File: src/rtl/cmd_bus_pkg.sv
// Shared command-bus definitions: address fields, register indices, pin modes
// and the pin-controller state encoding.
package cmd_bus_pkg;

  localparam int SLOT_H = 15;
  localparam int SLOT_L = 8;
  localparam int IDX_H  = 7;
  localparam int IDX_L  = 0;

  localparam logic [7:0] REG_CTRL    = 8'h00;
  localparam logic [7:0] REG_HIGH    = 8'h01;
  localparam logic [7:0] REG_LOW     = 8'h02;
  localparam logic [7:0] REG_DIV     = 8'h03;
  localparam logic [7:0] REG_SAMPLES = 8'h04;
  localparam logic [7:0] REG_COUNT   = 8'h05;

  localparam logic [2:0] MODE_IDLE = 3'd0;
  localparam logic [2:0] MODE_LOW  = 3'd1;
  localparam logic [2:0] MODE_HIGH = 3'd2;
  localparam logic [2:0] MODE_SQ   = 3'd3;
  localparam logic [2:0] MODE_REC  = 3'd4;

  typedef enum logic [2:0] {
    ST_IDLE  = 3'd0,
    ST_LOW   = 3'd1,
    ST_HIGH  = 3'd2,
    ST_SQ_HI = 3'd3,
    ST_SQ_LO = 3'd4,
    ST_REC   = 3'd5
  } pin_state_e;

  // A programmed period of zero behaves as a single cycle.
  function automatic logic [31:0] clamp_period(input logic [31:0] v);
    return (v == 32'd0) ? 32'd1 : v;
  endfunction

endpackage

File: src/rtl/pin_sampler.sv
// Record-mode capture: divides the clock, shifts pin_in into a sample
// register and keeps a saturating count of samples taken.
module pin_sampler
  import cmd_bus_pkg::*;
#(
  parameter int SAMPLE_W = 32
) (
  input  logic                clk,
  input  logic                rst,
  input  logic                clear,
  input  logic                enable,
  input  logic [31:0]         div,
  input  logic                pin_in,
  output logic [SAMPLE_W-1:0] samples,
  output logic [SAMPLE_W-1:0] count
);

  logic [31:0]         div_cnt_r;
  logic [SAMPLE_W-1:0] samples_r;
  logic [SAMPLE_W-1:0] count_r;

  // Divider, shift register and saturating sample counter.
  always_ff @(posedge clk) begin
    if (rst || clear) begin
      div_cnt_r <= 32'd0;
      samples_r <= '0;
      count_r   <= '0;
    end else if (enable) begin
      if (div_cnt_r >= div) begin
        div_cnt_r <= 32'd0;
        samples_r <= {samples_r[SAMPLE_W-2:0], pin_in};
        if (count_r != {SAMPLE_W{1'b1}}) begin
          count_r <= count_r + SAMPLE_W'(1);
        end else begin
          count_r <= count_r;
        end
      end else begin
        div_cnt_r <= div_cnt_r + 32'd1;
      end
    end else begin
      div_cnt_r <= div_cnt_r;
    end
  end

  assign samples = samples_r;
  assign count   = count_r;

endmodule

File: src/rtl/pin_controller.sv
// Per-pin responder on the command bus: register decode, waveform FSM and
// read-back of status and recorded samples.
module pin_controller
  import cmd_bus_pkg::*;
#(
  parameter logic [7:0] POSITION = 8'd0,
  parameter int         SAMPLE_W = 32
) (
  input  logic        clk,
  input  logic        rst,
  input  logic [15:0] cmd_bus_addr,
  input  logic [31:0] cmd_bus_data,
  input  logic        cmd_bus_en,
  input  logic        cmd_bus_wr,
  input  logic        cmd_bus_rd,
  output logic [31:0] rd_data,
  output logic        rd_valid,
  input  logic        pin_in,
  output logic        pin_out,
  output logic        pin_oe
);

  logic                hit_s;
  logic [7:0]          idx_s;
  logic                wr_s;
  logic                rd_s;
  logic                ctrl_wr_s;
  logic [31:0]         rd_mux_s;
  logic [SAMPLE_W-1:0] samples_s;
  logic [SAMPLE_W-1:0] count_s;

  logic [2:0]  ctrl_r;
  logic [31:0] high_cfg_r;
  logic [31:0] low_cfg_r;
  logic [31:0] div_cfg_r;
  logic [31:0] high_lim_r;
  logic [31:0] low_lim_r;
  logic [31:0] div_lim_r;
  logic [31:0] phase_cnt_r;
  pin_state_e  state_r;
  logic        pin_out_r;
  logic        pin_oe_r;
  logic [31:0] rd_data_r;
  logic        rd_valid_r;

  assign hit_s     = cmd_bus_en & (cmd_bus_addr[SLOT_H:SLOT_L] == POSITION);
  assign idx_s     = cmd_bus_addr[IDX_H:IDX_L];
  assign wr_s      = hit_s & cmd_bus_wr;
  assign rd_s      = hit_s & cmd_bus_rd & ~cmd_bus_wr;
  assign ctrl_wr_s = wr_s & (idx_s == REG_CTRL);

  // Host-visible registers; period/divider values are committed on CTRL writes.
  always_ff @(posedge clk) begin
    if (rst) begin
      ctrl_r     <= 3'd0;
      high_cfg_r <= 32'd0;
      low_cfg_r  <= 32'd0;
      div_cfg_r  <= 32'd0;
      high_lim_r <= 32'd0;
      low_lim_r  <= 32'd0;
      div_lim_r  <= 32'd0;
    end else begin
      if (wr_s) begin
        case (idx_s)
          REG_CTRL: ctrl_r     <= cmd_bus_data[2:0];
          REG_HIGH: high_cfg_r <= cmd_bus_data;
          REG_LOW:  low_cfg_r  <= cmd_bus_data;
          REG_DIV:  div_cfg_r  <= cmd_bus_data;
          default:  ctrl_r     <= ctrl_r;
        endcase
      end
      if (ctrl_wr_s) begin
        high_lim_r <= clamp_period(high_cfg_r);
        low_lim_r  <= clamp_period(low_cfg_r);
        div_lim_r  <= div_cfg_r;
      end
    end
  end

  // Waveform FSM; pin drive is registered from the state one cycle behind.
  always_ff @(posedge clk) begin
    if (rst) begin
      state_r     <= ST_IDLE;
      phase_cnt_r <= 32'd0;
      pin_out_r   <= 1'b0;
      pin_oe_r    <= 1'b0;
    end else begin
      case (state_r)
        ST_LOW:   begin pin_out_r <= 1'b0; pin_oe_r <= 1'b1; end
        ST_HIGH:  begin pin_out_r <= 1'b1; pin_oe_r <= 1'b1; end
        ST_SQ_HI: begin pin_out_r <= 1'b1; pin_oe_r <= 1'b1; end
        ST_SQ_LO: begin pin_out_r <= 1'b0; pin_oe_r <= 1'b1; end
        default:  begin pin_out_r <= 1'b0; pin_oe_r <= 1'b0; end
      endcase

      if (ctrl_wr_s) begin
        phase_cnt_r <= 32'd0;
        case (cmd_bus_data[2:0])
          MODE_LOW:  state_r <= ST_LOW;
          MODE_HIGH: state_r <= ST_HIGH;
          MODE_SQ:   state_r <= ST_SQ_HI;
          MODE_REC:  state_r <= ST_REC;
          default:   state_r <= ST_IDLE;
        endcase
      end else begin
        case (state_r)
          ST_SQ_HI: begin
            if (phase_cnt_r + 32'd1 >= high_lim_r) begin
              state_r     <= ST_SQ_LO;
              phase_cnt_r <= 32'd0;
            end else begin
              phase_cnt_r <= phase_cnt_r + 32'd1;
            end
          end
          ST_SQ_LO: begin
            if (phase_cnt_r + 32'd1 >= low_lim_r) begin
              state_r     <= ST_SQ_HI;
              phase_cnt_r <= 32'd0;
            end else begin
              phase_cnt_r <= phase_cnt_r + 32'd1;
            end
          end
          default: phase_cnt_r <= 32'd0;
        endcase
      end
    end
  end

  pin_sampler #(
    .SAMPLE_W (SAMPLE_W)
  ) u_sampler (
    .clk     (clk),
    .rst     (rst),
    .clear   (ctrl_wr_s),
    .enable  (state_r == ST_REC),
    .div     (div_lim_r),
    .pin_in  (pin_in),
    .samples (samples_s),
    .count   (count_s)
  );

  // Read-data selection by register index.
  always_comb begin
    rd_mux_s = 32'd0;
    case (idx_s)
      REG_CTRL:    rd_mux_s = {29'd0, ctrl_r};
      REG_HIGH:    rd_mux_s = high_cfg_r;
      REG_LOW:     rd_mux_s = low_cfg_r;
      REG_DIV:     rd_mux_s = div_cfg_r;
      REG_SAMPLES: rd_mux_s = 32'(samples_s);
      REG_COUNT:   rd_mux_s = 32'(count_s);
      default:     rd_mux_s = 32'd0;
    endcase
  end

  // One-cycle read response; data is zero otherwise so slots can be OR-combined.
  always_ff @(posedge clk) begin
    if (rst) begin
      rd_data_r  <= 32'd0;
      rd_valid_r <= 1'b0;
    end else if (rd_s) begin
      rd_data_r  <= rd_mux_s;
      rd_valid_r <= 1'b1;
    end else begin
      rd_data_r  <= 32'd0;
      rd_valid_r <= 1'b0;
    end
  end

  assign pin_out  = pin_out_r;
  assign pin_oe   = pin_oe_r;
  assign rd_data  = rd_data_r;
  assign rd_valid = rd_valid_r;

endmodule

File: config.mk
export PLATFORM = sky130hd
export DESIGN_NAME = pin_controller
export DESIGN_NICKNAME = d
export VERILOG_FILES = /design/src/rtl/cmd_bus_pkg.sv /design/src/rtl/pin_sampler.sv /design/src/rtl/pin_controller.sv
export SDC_FILE = /design/constraint.sdc
export NUM_CORES = 1
export LEC_CHECK = 0
export CAP_MARGIN = 0
export CORE_MARGIN = 2
export CORE_UTILIZATION = 35
export DETAILED_ROUTE_END_ITERATION = 8
export PLACE_DENSITY = 0.62
export SLEW_MARGIN = 20
export SYNTH_ARGS = -nofsm -noshare
export SYNTH_HDL_FRONTEND = slang
export SYNTH_HIERARCHICAL = 1
export SYNTH_SLANG_ARGS = --single-unit
File: constraint.sdc
create_clock -name clk -period 4.6 [get_ports clk]
set_input_delay 0.46 -clock clk [delete_from_list [all_inputs] [get_ports clk]]
set_output_delay 0.46 -clock clk [all_outputs]
set_load 0.03 [all_outputs]
==> impl_metrics.json, run 1 <==
{
  "async_reset_ff_share_pct": 0,
  "start_kind": "register",
  "endpoint": "phase_cnt_r[0]",
  "status": "complete, no violations",
  "finalCriticalPeriod_ns": 4.16,
  "max_cap_violations": 0,
  "grtUsageTotal_pct": 19.4,
  "dieArea_mm2": 0.0497,
  "tns_ns": 0,
  "syn_area_per_cell_um2": 8.09,
  "portBuffers": 88,
  "synth_ff_type": "dfxtp_1",
  "antenna_found_initial": 0,
  "die_h_um": 223,
  "fin_worst_skew_ns": 0.0188,
  "h-tree-depth": 2,
  "worst_slack_ns": 0.438,
  "reg2reg_depth": 16,
  "cts_root_buffer": "clkbuf_16",
  "cts_tree": "built",
  "ys_ff_latch": 361,
  "gp_congestion": 0.867,
  "crit_path_start": "phase_cnt_r[0]",
  "routed_wl_mm": 48.5,
  "netSwitchingPower_uw": 1460,
  "cp_max_fo": 32,
  "hpwl_mm": 35.3,
  "finalCritPeriodShare_pct": 90.5,
  "synth_common_cells": "417 x nand2_1, 361 x dfxtp_1, 257 x a21oi_1, 148 x nor2_1, 113 x inv_1",
  "cellInternalPower_uw": 5370,
  "drt_iter0_drc": 1459,
  "synthCells": 2074,
  "grt_overflow_total": 0,
  "syn-num-nets": 2227,
  "hold_class": "in2reg",
  "ys_seq_area_share_pct": 43.0,
  "report.final.setup_viol": 0,
  "slew_violations": 0,
  "io_pins": 89,
  "ys_top_cells_by_area": "dfxtp_1 43%, nand2_1 9.3%, a21oi_1 7.7%",
  "drive_gt1_share_pct": 6.58,
  "clock_path_buffers": 3,
  "rr_endpoint": "phase_cnt_r[0]",
  "seq_power_share_pct": 45.8,
  "pre_cts_ws_ns": 0.467,
  "die_width_um": 223,
  "fmax_mhz": 240,
  "rsz0062_at_grt": "no",
  "switching_share_pct": 21.4,
  "required_ns": 5.01,
  "clock-sinks": 361,
  "relSlewSlack_pct": 43.3,
  "worstSkewPairLatency_ns": 0.57,
  "ys_types": 62,
  "placed_area_mm2": 0.0182,
  "p_clk_share_pct": 51.7,
  "combPwrFrac_pct": 2.6,
  "synth_most_common_cell": "nand2_1",
  "postCtsHoldBufs": 0,
  "cts_buffers": 41,
  "dr.pass1.iters": 5,
  "grt_pass1_vias": 13900,
  "p_leak_uw": 0.00706,
  "p_per_area_mw_per_mm2": 347,
  "synthDominantCellAreaShare_pct": 43.0,
  "yosysWarnings": 6,
  "postRouteAntennaNets": 0,
  "synth_area_leader_cell": "dfxtp_1",
  "tightest_slew_ns": 0.850,
  "hold_violations": 0,
  "clkTransAtPathRegs_ns": 0.06,
  "drc": 0,
  "crit_type": "reg2reg",
  "core-area_mm2": 0.0475,
  "syn_area_mm2": 0.0168,
  "wire_per_inst_um": 17.6,
  "synth_edf_count": 0,
  "nets": 2266,
  "reg2reg_slack_ns": 0.44,
  "cp_data_arrival_time_ns": 4.58,
  "end_kind": "register",
  "grt_pass1_wl_mm": 76.9,
  "ir_drop_v": 0.000221,
  "timing.rr.start": "phase_cnt_r[0]",
  "initial_core_util_pct": 35.3,
  "cts_resized": 0,
  "vias": 14600,
  "post_cts.repair.setup_buffers": 0,
  "postLayoutCellArea_mm2": 0.0197,
  "rows": 80,
  "grt_max_degree": 70,
  "antennaDiodeCount": 0,
  "vias_per_cell": 5.30,
  "syn2layout_area_growth_pct": 17.1
}
final cells by class:
type	count	area [um2]
tap	615	769
sequential	361	7230
fill	4737	27900
inverter	113	424
clock buffer	60	1260
multi-input combinational	1480	8650
timing repair buffer	116	1130
clock inverter	14	205
per-layer routing:
layer | track usage [%] | vias up | routed length (um)
met2 | 30.5 | 475 | 21200
met4 | 6.34 | 0 | 1400
met5 | 0 | - | 0
li1 | - | 7217 | -
met3 | 3.91 | 79 | 3200
met1 | 26.5 | 6839 | 22700
registers in the layout, indices dropped and copies added, names as in the netlist, 3 cells and up:
register and count:
div_cfg_r 32, div_lim_r 32, high_cfg_r 32, high_lim_r 32, low_cfg_r 32, low_lim_r 32
phase_cnt_r 32, rd_data 32, u_sampler/count 32, u_sampler/div_cnt_r 32, u_sampler/samples 32, ctrl_r 3
state_r 3
critical path, stage by stage (launching register included):
cell	delay [ns]
dfxtp_1	0.40
ha_1	0.25
nand2_1	0.10
nor3_1	0.33
and2_1	0.26
nand3_1	0.27
nor3_1	0.29
xor2_1	0.31
ha_1	0.22
nand4_1	0.18
nor4_1	0.40
nand2_1	0.11
a31oi_1	0.22
nor2_1	0.08
a32oi_2	0.17
buf_4	0.36
nor3_1	0.09
cells by family after synthesis:
kind of cell | Yosys count | share of synthesized area (%)
buffers and inverters | 233 | 5.73
DFF | 361 | 43.0
muxes | 43 | 2.64
and+or+nand+nor | 819 | 22.4
adders and majority gates | 99 | 7.38
xor gates and xnor gates | 62 | 3.23
AOI/OAI and AO/OA | 457 | 15.6
stage by stage:
stage | total power, uW | std cells | util (%) | hold WS (ns)
final | 6830 | 2759 | 41.4 | 0.424
after detailed placement | 3370 | 2685 | 38.3 | 0.447
after global placement | 3370 | 2685 | 38.3 | 0.441
after floorplan | 3270 | 2074 | - | 0.432
after global routing | 7020 | 2759 | 41.4 | 0.436
after CTS | 6890 | 2759 | 41.4 | 0.405
power by group through the flow:
stage	clock [uW]	sequential, uW	combinational [uW]
2_1_floorplan	0	3200	73.5
3_3_place_gp	0	3200	172
3_5_place_dp	0	3200	172
4_1_cts	3590	3130	173
5_1_grt	3710	3120	185
6_report	3530	3130	174
how the worst min path moves through the flow:
| stage | startpoint | slack (ns) | to | depth (start not counted) |
|---|---|---|---|---|
| 2_1_floorplan | div_lim_r[15] | 0.43 | div_lim_r[15] | 2 |
| 3_3_place_gp | ctrl_r[0] | 0.44 | ctrl_r[0] | 2 |
| 3_5_place_dp | div_lim_r[30] | 0.45 | div_lim_r[30] | 2 |
| 4_1_cts | cmd_bus_addr[0] | 0.41 | rd_data[1] | 4 |
| 5_1_grt | rst | 0.44 | low_cfg_r[15] | 2 |
| 6_report | cmd_bus_addr[0] | 0.42 | rd_data[1] | 4 |
layout by cell type, fill, tap and decap left out, types with 8 or more instances in the layout:
cell type        instances
nor3b_1                 13
nand2_1                416
nand3_1                 52
buf_4                   25
nor2_1                 146
clkbuf_16               43
or4_1                   12
nor3_1                  22
clkdlybuf4s50_1         86
o21ai_1                 12
and4_1                   8
xor2_1                  31
o31ai_1                 10
or3_1                   23
nand4_1                 37
dfxtp_1                361
a22oi_1                 35
o21ai_0                 82
a21oi_1                257
inv_1                  113
a221oi_1                33
mux2_2                  10
and3_1                  21
xnor2_1                 31
nor4_1                  21
ha_1                    99
clkbuf_8                12
mux2i_1                 33
Note: power is estimated with default switching activity, not from simulation.
==> inputs of run 2 (changes only) <==
Settings changed: RECOVER_POWER from default to 50.
==> run 2 against run 1 <==
Against the previous run: non-clock buffer count unchanged; cell area decreased by 0.36%; sequential share of layout area increased by 0.13 points; count of clock-buffer cells in the layout unchanged; the run now ends with capacitance limit, slew limit left; sequential cell count unchanged; largest power group unchanged; die area unchanged; worst hold slack improved by 0.027 ns; highest routed layer unchanged; wire length about the same; utilization decreased by 0.15 points; register-to-register slack got worse by 0.06 ns; final cell count unchanged; clock skew decreased by 0.0012 ns.
==> impl_metrics.json, run 2 (synthesized netlist as in run 1, its figures left out) <==
{
  "nets": 2266,
  "postCtsHoldBufs": 0,
  "initial_core_util_pct": 35.3,
  "portBuffers": 88,
  "cp_slowest_cell": "nor4_1",
  "report.final.setup_viol": 0,
  "finalCritPeriodShare_pct": 91.7,
  "grt_pass1_vias": 13900,
  "dieArea_mm2": 0.0497,
  "cp_top_family": "simple AND/OR/NAND/NOR gates",
  "slew_violations": 154,
  "wl_met1_mm": 22.3,
  "hold_slack_ns": 0.451,
  "cp_max_fo": 32,
  "dr.pass1.iters": 5,
  "h-tree-depth": 2,
  "fin_worst_skew_ns": 0.0177,
  "drc": 0,
  "worstSkewPairLatency_ns": 0.57,
  "hold_class": "reg2reg",
  "wl_met3_mm": 3.45,
  "tightest_slew_ns": 2.76,
  "crit_type": "reg2reg",
  "worst-path-stages": 16,
  "antenna_found_initial": 0,
  "reg2reg_depth": 16,
  "highest_layer": "met4",
  "die_width_um": 223,
  "postRouteAntennaNets": 0,
  "start_kind": "register",
  "met2_length_mm": 21.3,
  "finalCoreUtilization_pct": 41.2,
  "required_ns": 5.00,
  "routed_wl_mm": 48.5,
  "grtUsageTotal_pct": 19.4,
  "clkTransAtPathRegs_ns": 0.06,
  "gp_congestion": 0.867,
  "max_cap_violations": 4,
  "cts_resized": 0,
  "cts_tree": "built",
  "vias": 14600,
  "rsz0062_at_grt": "no",
  "drt_iter0_drc": 1573,
  "drive_gt1_share_pct": 5.88,
  "cts_buffers": 41,
  "end_kind": "register",
  "wire_per_inst_um": 17.6,
  "violations": "capacitance limit, slew limit",
  "clock-sinks": 361,
  "syn2layout_area_growth_pct": 16.7,
  "cts_root_buffer": "clkbuf_16",
  "final_cell_mix": "418 x nand2_1, 361 x dfxtp_1, 257 x a21oi_1",
  "cp_data_arrival_time_ns": 4.61,
  "fmax_mhz": 237,
  "path_cells": "ha_1 -> nand2_1 -> nor3_1 -> and2_1 -> nand3_1 -> nor3_1 -> xor2_1 -> ha_1 -> nand4_1 -> nor4_1 -> nand2_1 -> a31oi_1 -> nor2_1 -> a32oi_2 -> buf_4 -> nor3_1",
  "rows": 80,
  "io_pins": 89,
  "die_h_um": 223,
  "min_path_cells": 2,
  "hold_violations": 0,
  "mostFrequentLayoutCell": "nand2_1",
  "vias_per_cell": 5.30,
  "hpwl_mm": 35.3,
  "ir_drop_v": 0.000222,
  "crit_top_cell": "nor3_1",
  "grt_overflow_total": 0,
  "max_stage_delay_ns": 0.41,
  "grt_pass1_wl_mm": 76.9,
  "clock_path_buffers": 3,
  "post_cts.repair.setup_buffers": 0,
  "tns_ns": 0,
  "p_per_area_mw_per_mm2": 349,
  "critical_path_buf_inv_count": 1,
  "status": "finished, violations left",
  "core-area_mm2": 0.0475,
  "relSlewSlack_pct": -84.0,
  "grt_max_degree": 70,
  "finalCriticalPeriod_ns": 4.22,
  "antennaDiodeCount": 0,
  "p_leak_uw": 0.00714
}
## run 2: cell count changes in the layout (fill, tap and decap cells not counted), sizes merged
cell           change
clkdlybuf4s50     -36
clkbuf             +7
dlygate4sd3       +36
buf                -7
## run 2: layout make-up
cell class	count	area, um2
flip-flops and latches	361	7230
clock buffers	60	1260
clock inverters	14	205
multi-input cells	1480	8600
well taps	615	769
inverters	113	424
fillers	4753	28000
repair buffers	116	1110
## run 2: path summary, 6_finish.rpt
kind / start / end / slack [ns]
worst min-delay path: div_lim_r[2] / div_lim_r[2] / 0.45
worst max register to register: phase_cnt_r[0] / phase_cnt_r[0] / 0.38
worst min register to register: div_lim_r[2] / div_lim_r[2] / 0.45
worst max-delay path: phase_cnt_r[0] / phase_cnt_r[0] / 0.38
## run 2: where the power goes
part	internal, uW	switching, uW
Combinational	62.0	110
Sequential	3130	0.00599
Clock	2180	1350
## run 2: through the flow
step | area, um2 | cells | setup WS, ns | total power (uW)
3_5_place_dp | 18200 | 2685 | 0.467 | 3370
4_1_cts | 19700 | 2759 | 0.451 | 6890
3_3_place_gp | 18200 | 2685 | 0.564 | 3370
2_1_floorplan | 16800 | 2074 | 1.13 | 3270
6_report | 19600 | 2759 | 0.382 | 6830
5_1_grt | 19600 | 2759 | 0.0613 | 7020
## run 2: worst min-delay path, stage by stage, from the launching register on
cell and delay, ns:
dfxtp_1 0.31, nand2_1 0.05, a21oi_1 0.05
## run 2: metal layers
metal,vias to the layer above,global-route usage (%)
li1,7223,-
met1,6840,26.5
met2,480,30.5
met3,79,3.91
met4,0,6.34
met5,-,0
==> inputs of run 3 (changes only) <==
Settings changed: CORE_MARGIN 2 to default.
==> run 3 against run 2 <==
Against the previous run: the flow still finishes with violations (capacitance limit, slew limit); worst setup slack worse by 0.011 ns; first-iteration DRC count fell by 20%; sequential share of layout area up 0.27 points; clock skew grew 0.0016 ns; total power fell by 4.4%; highest routed layer unchanged; register-to-register slack gained 0.08 ns.
==> impl_metrics.json, run 3 (synthesized netlist as in run 1, its figures left out) <==
{
  "routed_wl_mm": 48.2,
  "cp_slowest_cell": "clkbuf_1",
  "hold_class": "in2reg",
  "placed_area_mm2": 0.0182,
  "fin_worst_skew_ns": 0.0192,
  "vias_per_cell": 5.35,
  "reg2reg_slack_ns": 0.46,
  "mostFrequentLayoutCell": "nand2_1",
  "vias": 14700,
  "violations": "capacitance limit, slew limit",
  "cts_tree": "built",
  "cts_buffers": 41,
  "dieArea_mm2": 0.0488,
  "worst_slack_ns": 0.371,
  "postRouteAntennaNets": 0,
  "die_width_um": 221,
  "worstSkewPairLatency_ns": 0.56,
  "tns_ns": 0,
  "post_cts.repair.setup_buffers": 0,
  "ir_drop_v": 0.000216,
  "fmax_mhz": 236,
  "start_kind": "input pin",
  "postLayoutCellArea_mm2": 0.0195,
  "rows": 79,
  "postCtsHoldBufs": 0,
  "grtUsageTotal_pct": 19.5,
  "p_per_area_mw_per_mm2": 336,
  "pre_cts_ws_ns": 0.422,
  "grt_overflow_total": 0,
  "wire_per_inst_um": 17.5,
  "clock_path_buffers": 3,
  "netSwitchingPower_uw": 1430,
  "h-tree-depth": 2,
  "drc": 0,
  "core-area_mm2": 0.0470,
  "relSlewSlack_pct": -141,
  "fill_cells": 4730,
  "path_cells": "dlygate4sd3_1 -> or4_1 -> nor3_1 -> and2_0 -> clkbuf_1 -> nand3b_1 -> buf_4 -> nand2_1 -> a21oi_1",
  "tightest_slew_ns": 3.61,
  "rsz0062_at_grt": "no",
  "portBuffers": 88,
  "cp_max_fo": 32,
  "max_stage_delay_ns": 0.98,
  "gp_congestion": 0.888,
  "cp_data_arrival_time_ns": 4.49,
  "drive_gt1_share_pct": 5.93,
  "dr.pass1.iters": 5,
  "antenna_found_initial": 0,
  "slew_violations": 76,
  "switching_share_pct": 21.9,
  "cellInternalPower_uw": 5100,
  "max_cap_violations": 1,
  "finalCriticalPeriod_ns": 4.23,
  "hold_violations": 0,
  "end_kind": "register",
  "syn2layout_area_growth_pct": 15.9,
  "drt_iter0_drc": 1254,
  "required_ns": 4.86,
  "p_leak_uw": 0.00710,
  "clkTransAtPathRegs_ns": 0.06,
  "combPwrFrac_pct": 2.6,
  "critical_path_buf_inv_count": 3,
  "antennaDiodeCount": 0,
  "die_h_um": 221,
  "grt_pass1_wl_mm": 76.9,
  "cts_root_buffer": "clkbuf_16",
  "final_cell_mix": "416 x nand2_1, 361 x dfxtp_1, 257 x a21oi_1",
  "cp_top_family": "simple AND/OR/NAND/NOR gates",
  "finalCritPeriodShare_pct": 91.9,
  "grt_pass1_vias": 14300,
  "nets": 2269,
  "report.final.setup_viol": 0,
  "seq_power_share_pct": 47.9,
  "hpwl_mm": 35.2,
  "grt_max_degree": 76,
  "crit_type": "in2reg",
  "initial_core_util_pct": 35.8,
  "clock-sinks": 361,
  "power.total_uw": 6530,
  "io_pins": 89,
  "status": "finished, violations left",
  "p_clk_share_pct": 49.5
}
-- run 3: cell count changes in the layout (fill, tap and decap cells not counted), sizes merged --
cell / previous run / this run
bufinv: 5 / 2
buf: 23 / 27
inv: 115 / 114
clkinvlp: 1 / 0
clkinv: 6 / 7
clkbuf: 67 / 66
-- run 3: what timing repair did --
item,in CTS,in global routing
endpoints found under the hold margin,0,0
setup endpoints to repair,0,32
resized for setup,0,1
-- run 3: power groups by stage --
| stage | Sequential (uW) | Combinational [uW] | Clock (uW) |
|---|---|---|---|
| floorplan | 3200 | 73.5 | 0 |
| global route | 3120 | 183 | 3420 |
| detailed placement | 3200 | 171 | 0 |
| global placement | 3200 | 171 | 0 |
| finish | 3130 | 173 | 3230 |
| CTS | 3130 | 172 | 3300 |
-- run 3: path summary, 6_finish.rpt --
path | end | cells past startpoint | from
setup / recovery | low_cfg_r[24] | 9 | cmd_bus_addr[7]
hold / removal | rd_data[0] | 4 | cmd_bus_addr[0]
setup reg to reg | phase_cnt_r[0] | 16 | phase_cnt_r[0]
hold reg to reg | low_lim_r[18] | 2 | low_lim_r[18]
-- run 3: final cells by class --
type	count	area [um2]	area share (%)
clock inverter	10	108	0.553
clock buffer	60	1200	6.17
tap	607	759	3.90
timing repair buffer	119	1100	5.66
sequential	361	7230	37.2
inverter	113	424	2.18
multi-input combinational	1480	8630	44.4
-- run 3: metrics by stage --
| stage | hold slack, ns | util [%] | std cells |
|---|---|---|---|
| after global placement | 0.442 | 38.7 | 2680 |
| after floorplan | 0.432 | - | 2074 |
| after global routing | 0.467 | 41.4 | 2750 |
| after detailed placement | 0.444 | 38.7 | 2680 |
| after CTS | 0.417 | 41.5 | 2750 |
| final | 0.436 | 41.4 | 2750 |
-- run 3: worst reg2reg max path: cells and delay by family, from the launching register on --
kind	cells	cell delay (ns)
AO/OA/AOI/OAI	2	0.39
AND/OR/NAND/NOR	10	2.08
XOR/XNOR	1	0.15
adder cells (fa/ha/maj)	2	0.60
buffers and inverters	1	0.36
flip-flops	1	0.43
-- run 3: layer usage --
layer | track usage (%) | wire, um | part of all wire [%] | vias to the layer above
li1 | - | - | - | 7215
met1 | 26.3 | 22000 | 46 | 6966
met2 | 31.6 | 21600 | 45 | 436
met3 | 2.72 | 3030 | 6.3 | 99
met4 | 7.53 | 1580 | 3.3 | 0
met5 | 0 | 0 | 0 | -
